[src/rtl/debug_pkg.sv]
// Shared opcodes, response codes and FSM encoding for the debug unit.
package debug_pkg;
  localparam logic [7:0] CMD_LOAD      = 8'h01;
  localparam logic [7:0] CMD_RUN       = 8'h02;
  localparam logic [7:0] CMD_STEP      = 8'h03;
  localparam logic [7:0] CMD_DUMP_REGS = 8'h04;
  localparam logic [7:0] CMD_DUMP_MEM  = 8'h05;
  localparam logic [7:0] CMD_CORE_RST  = 8'h06;

  localparam logic [7:0] RSP_ACK = 8'hAA;
  localparam logic [7:0] RSP_ERR = 8'hEE;

  typedef enum logic [3:0] {
    S_IDLE, S_LOAD_CNT, S_LOAD_BYTE, S_LOAD_WR, S_RUN, S_STEP,
    S_RD_ADDR, S_RD_CAP, S_TX_BYTE, S_SEND_ACK, S_CORE_RST
  } state_e;
endpackage

[src/rtl/debug_unit_word_serializer.sv]
// Word-to-byte shifter, MSB first, with valid/ready handshake.
// Loaded with a word and a byte count; done pulses on the last accepted byte.
module word_serializer #(
  parameter int SIZE = 32,
  parameter int CW   = 3
) (
  input  logic            clk,
  input  logic            rst,
  input  logic            load,
  input  logic [SIZE-1:0] word,
  input  logic [CW-1:0]   nbytes,
  input  logic            tx_ready,
  output logic [7:0]      tx_data,
  output logic            tx_valid,
  output logic            done
);
  logic [SIZE-1:0] sreg;
  logic [CW-1:0]   cnt;
  logic            vld;
  logic            accept;

  assign accept   = vld & tx_ready;
  assign tx_data  = sreg[SIZE-1 -: 8];
  assign tx_valid = vld;
  assign done     = accept && (cnt == CW'(1));

  // Shift register: hold byte until accepted, then expose the next one.
  always_ff @(posedge clk or negedge rst) begin
    if (!rst) begin
      sreg <= '0;
      cnt  <= '0;
      vld  <= 1'b0;
    end else if (load) begin
      sreg <= word;
      cnt  <= nbytes;
      vld  <= (nbytes != '0);
    end else if (accept) begin
      sreg <= sreg << 8;
      cnt  <= cnt - CW'(1);
      vld  <= (cnt != CW'(1));
    end
  end
endmodule

[src/rtl/debug_unit.sv]
// Host-side debug controller for the mips core: program load, run/step
// control, register/data-memory dumps over a byte stream.
module debug_unit
  import debug_pkg::*;
#(
  parameter int SIZE           = 32,
  parameter int NUM_REGISTERS  = 32,
  parameter int IMEM_ADDR_W    = 8,
  parameter int DMEM_ADDR_W    = 8,
  parameter int DUMP_MEM_WORDS = 32
) (
  input  logic                             clk,
  input  logic                             rst,
  input  logic [7:0]                       i_rx_data,
  input  logic                             i_rx_valid,
  output logic [7:0]                       o_tx_data,
  output logic                             o_tx_valid,
  input  logic                             i_tx_ready,
  output logic                             o_stall,
  output logic                             o_core_rst,
  input  logic                             i_halt,
  output logic                             o_imem_we,
  output logic [IMEM_ADDR_W-1:0]           o_imem_addr,
  output logic [SIZE-1:0]                  o_imem_wdata,
  output logic [$clog2(NUM_REGISTERS)-1:0] o_dbg_reg_addr,
  input  logic [SIZE-1:0]                  i_dbg_reg_data,
  output logic [DMEM_ADDR_W-1:0]           o_dbg_mem_addr,
  input  logic [SIZE-1:0]                  i_dbg_mem_data,
  output logic                             o_rx_drop
);
  localparam int NB   = SIZE / 8;
  localparam int BW   = $clog2(NB);
  localparam int CW   = $clog2(NB) + 1;
  localparam int MAXW = (NUM_REGISTERS > DUMP_MEM_WORDS) ? NUM_REGISTERS : DUMP_MEM_WORDS;
  localparam int RD_W = $clog2(MAXW) + 1;
  localparam int RAW  = $clog2(NUM_REGISTERS);

  state_e                 state, nxt;
  logic [7:0]             words_left;
  logic [BW-1:0]          byte_idx;
  logic [SIZE-1:0]        wbuf;
  logic [IMEM_ADDR_W-1:0] imem_addr;
  logic [RD_W-1:0]        rd_idx;
  logic                   mem_sel, in_dump, stall, rx_drop;
  logic [7:0]             rsp;
  logic                   rx_take, rd_last;
  logic                   ser_load, ser_done;
  logic [SIZE-1:0]        ser_word;
  logic [CW-1:0]          ser_n;

  // A LOAD_WR cycle still accepts payload unless it is writing the final word.
  assign rx_take = i_rx_valid && (state == S_IDLE || state == S_LOAD_CNT ||
                   state == S_LOAD_BYTE || (state == S_LOAD_WR && words_left != 8'd1));
  assign rd_last = mem_sel ? (rd_idx == RD_W'(DUMP_MEM_WORDS - 1))
                           : (rd_idx == RD_W'(NUM_REGISTERS - 1));

  assign o_stall        = stall;
  assign o_rx_drop      = rx_drop;
  assign o_imem_addr    = imem_addr;
  assign o_imem_wdata   = wbuf;
  assign o_dbg_reg_addr = RAW'(rd_idx);
  assign o_dbg_mem_addr = DMEM_ADDR_W'(rd_idx);

  // State register.
  always_ff @(posedge clk or negedge rst) begin
    if (!rst) state <= S_IDLE;
    else      state <= nxt;
  end

  // Next-state decode.
  always_comb begin
    nxt = state;
    case (state)
      S_IDLE: if (i_rx_valid) begin
        case (i_rx_data)
          CMD_LOAD:                    nxt = S_LOAD_CNT;
          CMD_RUN:                     nxt = S_RUN;
          CMD_STEP:                    nxt = S_STEP;
          CMD_DUMP_REGS, CMD_DUMP_MEM: nxt = S_RD_ADDR;
          CMD_CORE_RST:                nxt = S_CORE_RST;
          default:                     nxt = S_SEND_ACK;
        endcase
      end
      S_LOAD_CNT:  if (i_rx_valid) nxt = (i_rx_data == 8'd0) ? S_SEND_ACK : S_LOAD_BYTE;
      S_LOAD_BYTE: if (i_rx_valid && byte_idx == BW'(NB - 1)) nxt = S_LOAD_WR;
      S_LOAD_WR:   nxt = (words_left == 8'd1) ? S_SEND_ACK : S_LOAD_BYTE;
      S_RUN:       if (i_halt) nxt = S_SEND_ACK;
      S_STEP:      nxt = S_SEND_ACK;
      S_CORE_RST:  nxt = S_SEND_ACK;
      S_SEND_ACK:  nxt = S_TX_BYTE;
      S_RD_ADDR:   nxt = S_RD_CAP;
      S_RD_CAP:    nxt = S_TX_BYTE;
      S_TX_BYTE:   if (ser_done) nxt = (in_dump && !rd_last) ? S_RD_ADDR : S_IDLE;
      default:     nxt = S_IDLE;
    endcase
  end

  // Per-state strobes and serializer load selection.
  always_comb begin
    o_imem_we  = (state == S_LOAD_WR);
    o_core_rst = (state == S_CORE_RST);
    ser_load   = (state == S_SEND_ACK) || (state == S_RD_CAP);
    if (state == S_RD_CAP) begin
      ser_word = mem_sel ? i_dbg_mem_data : i_dbg_reg_data;
      ser_n    = CW'(NB);
    end else begin
      ser_word = {rsp, {(SIZE-8){1'b0}}};
      ser_n    = CW'(1);
    end
  end

  // Datapath: load assembly, dump index, stall control, drop pulse.
  always_ff @(posedge clk or negedge rst) begin
    if (!rst) begin
      words_left <= '0;
      byte_idx   <= '0;
      wbuf       <= '0;
      imem_addr  <= '0;
      rd_idx     <= '0;
      mem_sel    <= 1'b0;
      in_dump    <= 1'b0;
      rsp        <= '0;
      stall      <= 1'b1;
      rx_drop    <= 1'b0;
    end else begin
      rx_drop <= i_rx_valid && !rx_take;
      case (state)
        S_IDLE: if (i_rx_valid) begin
          rsp     <= (i_rx_data >= CMD_LOAD && i_rx_data <= CMD_CORE_RST) ? RSP_ACK : RSP_ERR;
          in_dump <= (i_rx_data == CMD_DUMP_REGS) || (i_rx_data == CMD_DUMP_MEM);
          mem_sel <= (i_rx_data == CMD_DUMP_MEM);
          stall   <= !((i_rx_data == CMD_RUN) || (i_rx_data == CMD_STEP));
          rd_idx  <= '0;
        end
        S_LOAD_CNT: if (i_rx_valid) begin
          words_left <= i_rx_data;
          imem_addr  <= '0;
          byte_idx   <= '0;
        end
        S_LOAD_BYTE: if (i_rx_valid) begin
          wbuf     <= {wbuf[SIZE-9:0], i_rx_data};
          byte_idx <= byte_idx + BW'(1);
        end
        S_LOAD_WR: begin
          imem_addr  <= imem_addr + IMEM_ADDR_W'(1);
          words_left <= words_left - 8'd1;
          if (rx_take) begin
            wbuf     <= {wbuf[SIZE-9:0], i_rx_data};
            byte_idx <= byte_idx + BW'(1);
          end
        end
        S_RUN:     if (i_halt) stall <= 1'b1;
        S_STEP:    stall <= 1'b1;
        S_TX_BYTE: if (ser_done && in_dump && !rd_last) rd_idx <= rd_idx + RD_W'(1);
        default: ;
      endcase
    end
  end

  word_serializer #(.SIZE(SIZE), .CW(CW)) u_ser (
    .clk      (clk),
    .rst      (rst),
    .load     (ser_load),
    .word     (ser_word),
    .nbytes   (ser_n),
    .tx_ready (i_tx_ready),
    .tx_data  (o_tx_data),
    .tx_valid (o_tx_valid),
    .done     (ser_done)
  );
endmodule

[config.mk]
export PLATFORM = sky130hd
export DESIGN_NAME = debug_unit
export DESIGN_NICKNAME = d
export VERILOG_FILES = /design/src/rtl/debug_pkg.sv /design/src/rtl/debug_unit_word_serializer.sv /design/src/rtl/debug_unit.sv
export SDC_FILE = /design/constraint.sdc
export NUM_CORES = 1
export LEC_CHECK = 0
export CORE_MARGIN = 3
export CORE_UTILIZATION = 49
export DETAILED_ROUTE_END_ITERATION = 8
export GPL_ROUTABILITY_DRIVEN = 1
export GPL_TIMING_DRIVEN = 1
export PLACE_DENSITY_LB_ADDON = 0.15
export SYNTH_ARGS = -nofsm -noshare
export SYNTH_HDL_FRONTEND = slang
export SYNTH_SLANG_ARGS = --single-unit
[constraint.sdc]
create_clock -name clk -period 2.67 [get_ports clk]
set_input_delay 0.534 -clock clk [delete_from_list [all_inputs] [get_ports clk]]
set_output_delay 0.534 -clock clk [all_outputs]
set_load 0.05 [all_outputs]
==> impl_metrics.toml <==
[timing]
fin_crit_sh_pct = 94.5
fmax_mhz = 397
tightest_slew_ns = 0.728
setup_viol = 0
fin_ws_ns = 0.148
tns_ns = 0
finalHoldViolCount = 0
finClkSkew_ns = 0.0146
rsz0062_at_grt = "no"
worst_slew_margin_rel_pct = 51.4
slew_viol_final = 0
min_period_ns = 2.52
whs_ns = 0.183

[clock_tree]
clock_latency_ns = 0.37
clockBufferDepth = 2
postCtsHoldBufs = 0
tritoncts = "done"
cts_resized = 0
post_cts_buffers = 0
cts_root_buffer = "clkbuf_8"
cts.clk_slew.worst_paths_ns = 0.11
cts_htree_levels = 3
clkSinkCount = 102
cts_made_buffers = 9

[drt]
viasPerCell = 5.63
drc = 0
wl_per_cell_um = 16.6
routed_wl_mm = 13.2
firstDrtPassIters = 5
final_antenna_net_count = 0
vias = 4465
dr.first_iter.drc_count = 229

[floorplan]
rows = 37
die_width_um = 111
ios = 143
dieArea_um2 = 12200
core_area_um2 = 10500
initial_core_util_pct = 51.2
die_y_um = 111

[placement]
io_buffers = 140
place.gp.congestion = 0.864
placement.cell_area_um2 = 6800
pre_cts_ws_ns = 0.383
place_inst = 777
dp_hpwl_mm = 9.62

[global_routing]
grt_overflow = 0
track_usage_pct = 21.5
grt.busiest_layer = "met2"
grt_pass1_wl_mm = 22.0
grt.met3_usage_pct = 3.89
grt_pass1_vias = 4374
antenna_found_initial = 0
grt_max_degree = 52
groute.layer.met1.usage_pct = 29.6
globalRouteMet2Util_pct = 35.0

[yosys]
muxShareOfSynthArea_pct = 14.7
netlist_top_cells_area = "dfrtp_1 (47%), mux2_2 (7.6%), mux2i_1 (6.9%)"
synth-seq-area-share_pct = 47.6
netlist_instances = 534
ys_ff_latch = 102
synth_xor_area_share_pct = 0.490
syn_avg_cell_area_um2 = 10.0
synth_fa_ha_area_share_pct = 1.63
synth_edf_count = 0
ys_warn_count = 0
synth_largest_area_cell = "dfrtp_1"
synth.distinct_cells = 60
async_reset_ff_share_pct = 100
synthSimpleGateAreaFrac_pct = 15.3
yosys_most_used_dff = "dfrtp_1"
synth_top_family_by_area = "simple AND/OR/NAND/NOR gates"
synth-compound-area-share_pct = 14.5
synth_top_area_share_pct = 47.2
synthesis.area_um2 = 5360

[final_layout]
final_core_util_pct = 66.9
drive_above_1_share_pct = 11.6
most-common-layout-cells = "clkdlybuf4s50_1 (137), dfrtp_1 (100), nor2_1 (57)"
final_cells = 793
area_growth_pct = 30.6
antenna_cells = 0
stdcell_area_um2 = 7000
final_nets = 736
mostFrequentLayoutCell = "clkdlybuf4s50_1"

[power_and_ir_drop]
p_total_mw = 7.20
power_leakage_nw = 2.92
p_per_area_nw_per_um2 = 1030
ir_drop_uv = 712

[worst_setup_path]
required_ns = 2.14
r2r_slack_ns = 0.42
cp_max_fo = 21
reg2reg_from = "words_left[2]"
worstRegToRegCells = 5
cp.arrival_ns = 1.99
cp-endpoint = "o_core_rst"
crit_path_end_kind = "output pin"
rr_endpoint = "o_imem_wdata[10]"
crit_path_start = "state[1]"
path_class = "flop to output pin"
start_kind = "flop"

[status]
outcome = "complete, no violations"

[min_path]
hold_path.class = "primary input to asynchronous set/reset pin"

[flow_run]
drv_cap = 0
[critical path, stage by stage (launching register included)]
cell     delay, ns
dfrtp_1       0.81
nor2b_1       0.36
and3b_1       0.30
buf_12        0.16
[synthesized netlist by cell type, drive strengths merged (4+ instances only)]
| master | number |
|---|---|
| dfrtp | 101 |
| nor2 | 57 |
| nand2 | 44 |
| a21oi | 41 |
| mux2 | 37 |
| mux2i | 37 |
| o21ai | 33 |
| buf | 27 |
| clkbuf | 21 |
| nand3 | 15 |
| o22ai | 12 |
| inv | 9 |
| a31oi | 7 |
| ha | 7 |
| nand4 | 6 |
| a32oi | 5 |
| nor3 | 5 |
| and2 | 4 |
| nand2b | 4 |
| nor4b | 4 |
| o21a | 4 |
[cell type report]
cell class | count | area, µm²
Timing Repair Buffer | 154 | 1540
Sequential cell | 102 | 2550
Clock buffer | 9 | 124
Tap cell | 136 | 170
Inverter | 9 | 33.8
Clock inverter | 7 | 75.1
Fill cell | 851 | 3460
Multi-Input combinational cell | 376 | 2510
[where the power goes]
group	total (mW)	internal (mW)	switching, mW
Clock	0.974	0.372	0.602
Combinational	3.63	1.40	2.23
Sequential	2.60	2.08	0.514
[sequential cells by signal (all words and copies together) (netlist names)]
signal,cells
o_imem_wdata,32
u_ser.sreg,32
o_imem_addr,8
words_left,8
rd_idx,6
state,4
u_ser.cnt,3
byte_idx,2
rsp,2
in_dump,1
mem_sel,1
o_rx_drop,1
o_stall,1
u_ser.tx_valid,1
[cell families (layout without fill, tap and decap cells)]
family	after synthesis	count (layout)
multiplexers	74	74
flip-flops	102	102
AND/OR/NAND/NOR	163	163
buffers and inverters	57	179
XOR/XNOR	3	3
adder cells (fa/ha/maj)	7	7
AO/OA/AOI/OAI	127	127
other	1	2
[worst min path at each step]
stage	end	slack, ns
floorplan	byte_idx[0]	0.24
global placement	o_imem_addr[7]	0.46
detailed placement	u_ser.sreg[6]	0.47
CTS	o_imem_wdata[22]	0.19
global route	o_imem_wdata[22]	0.21
finish	o_imem_wdata[22]	0.18
[per-layer routing]
layer	vias to the layer above	wire, µm
met5	-	0
met4	0	173
met3	14	683
met2	135	6390
met1	2158	5930
li1	2158	-
Power figures use the tool's default switching activity.
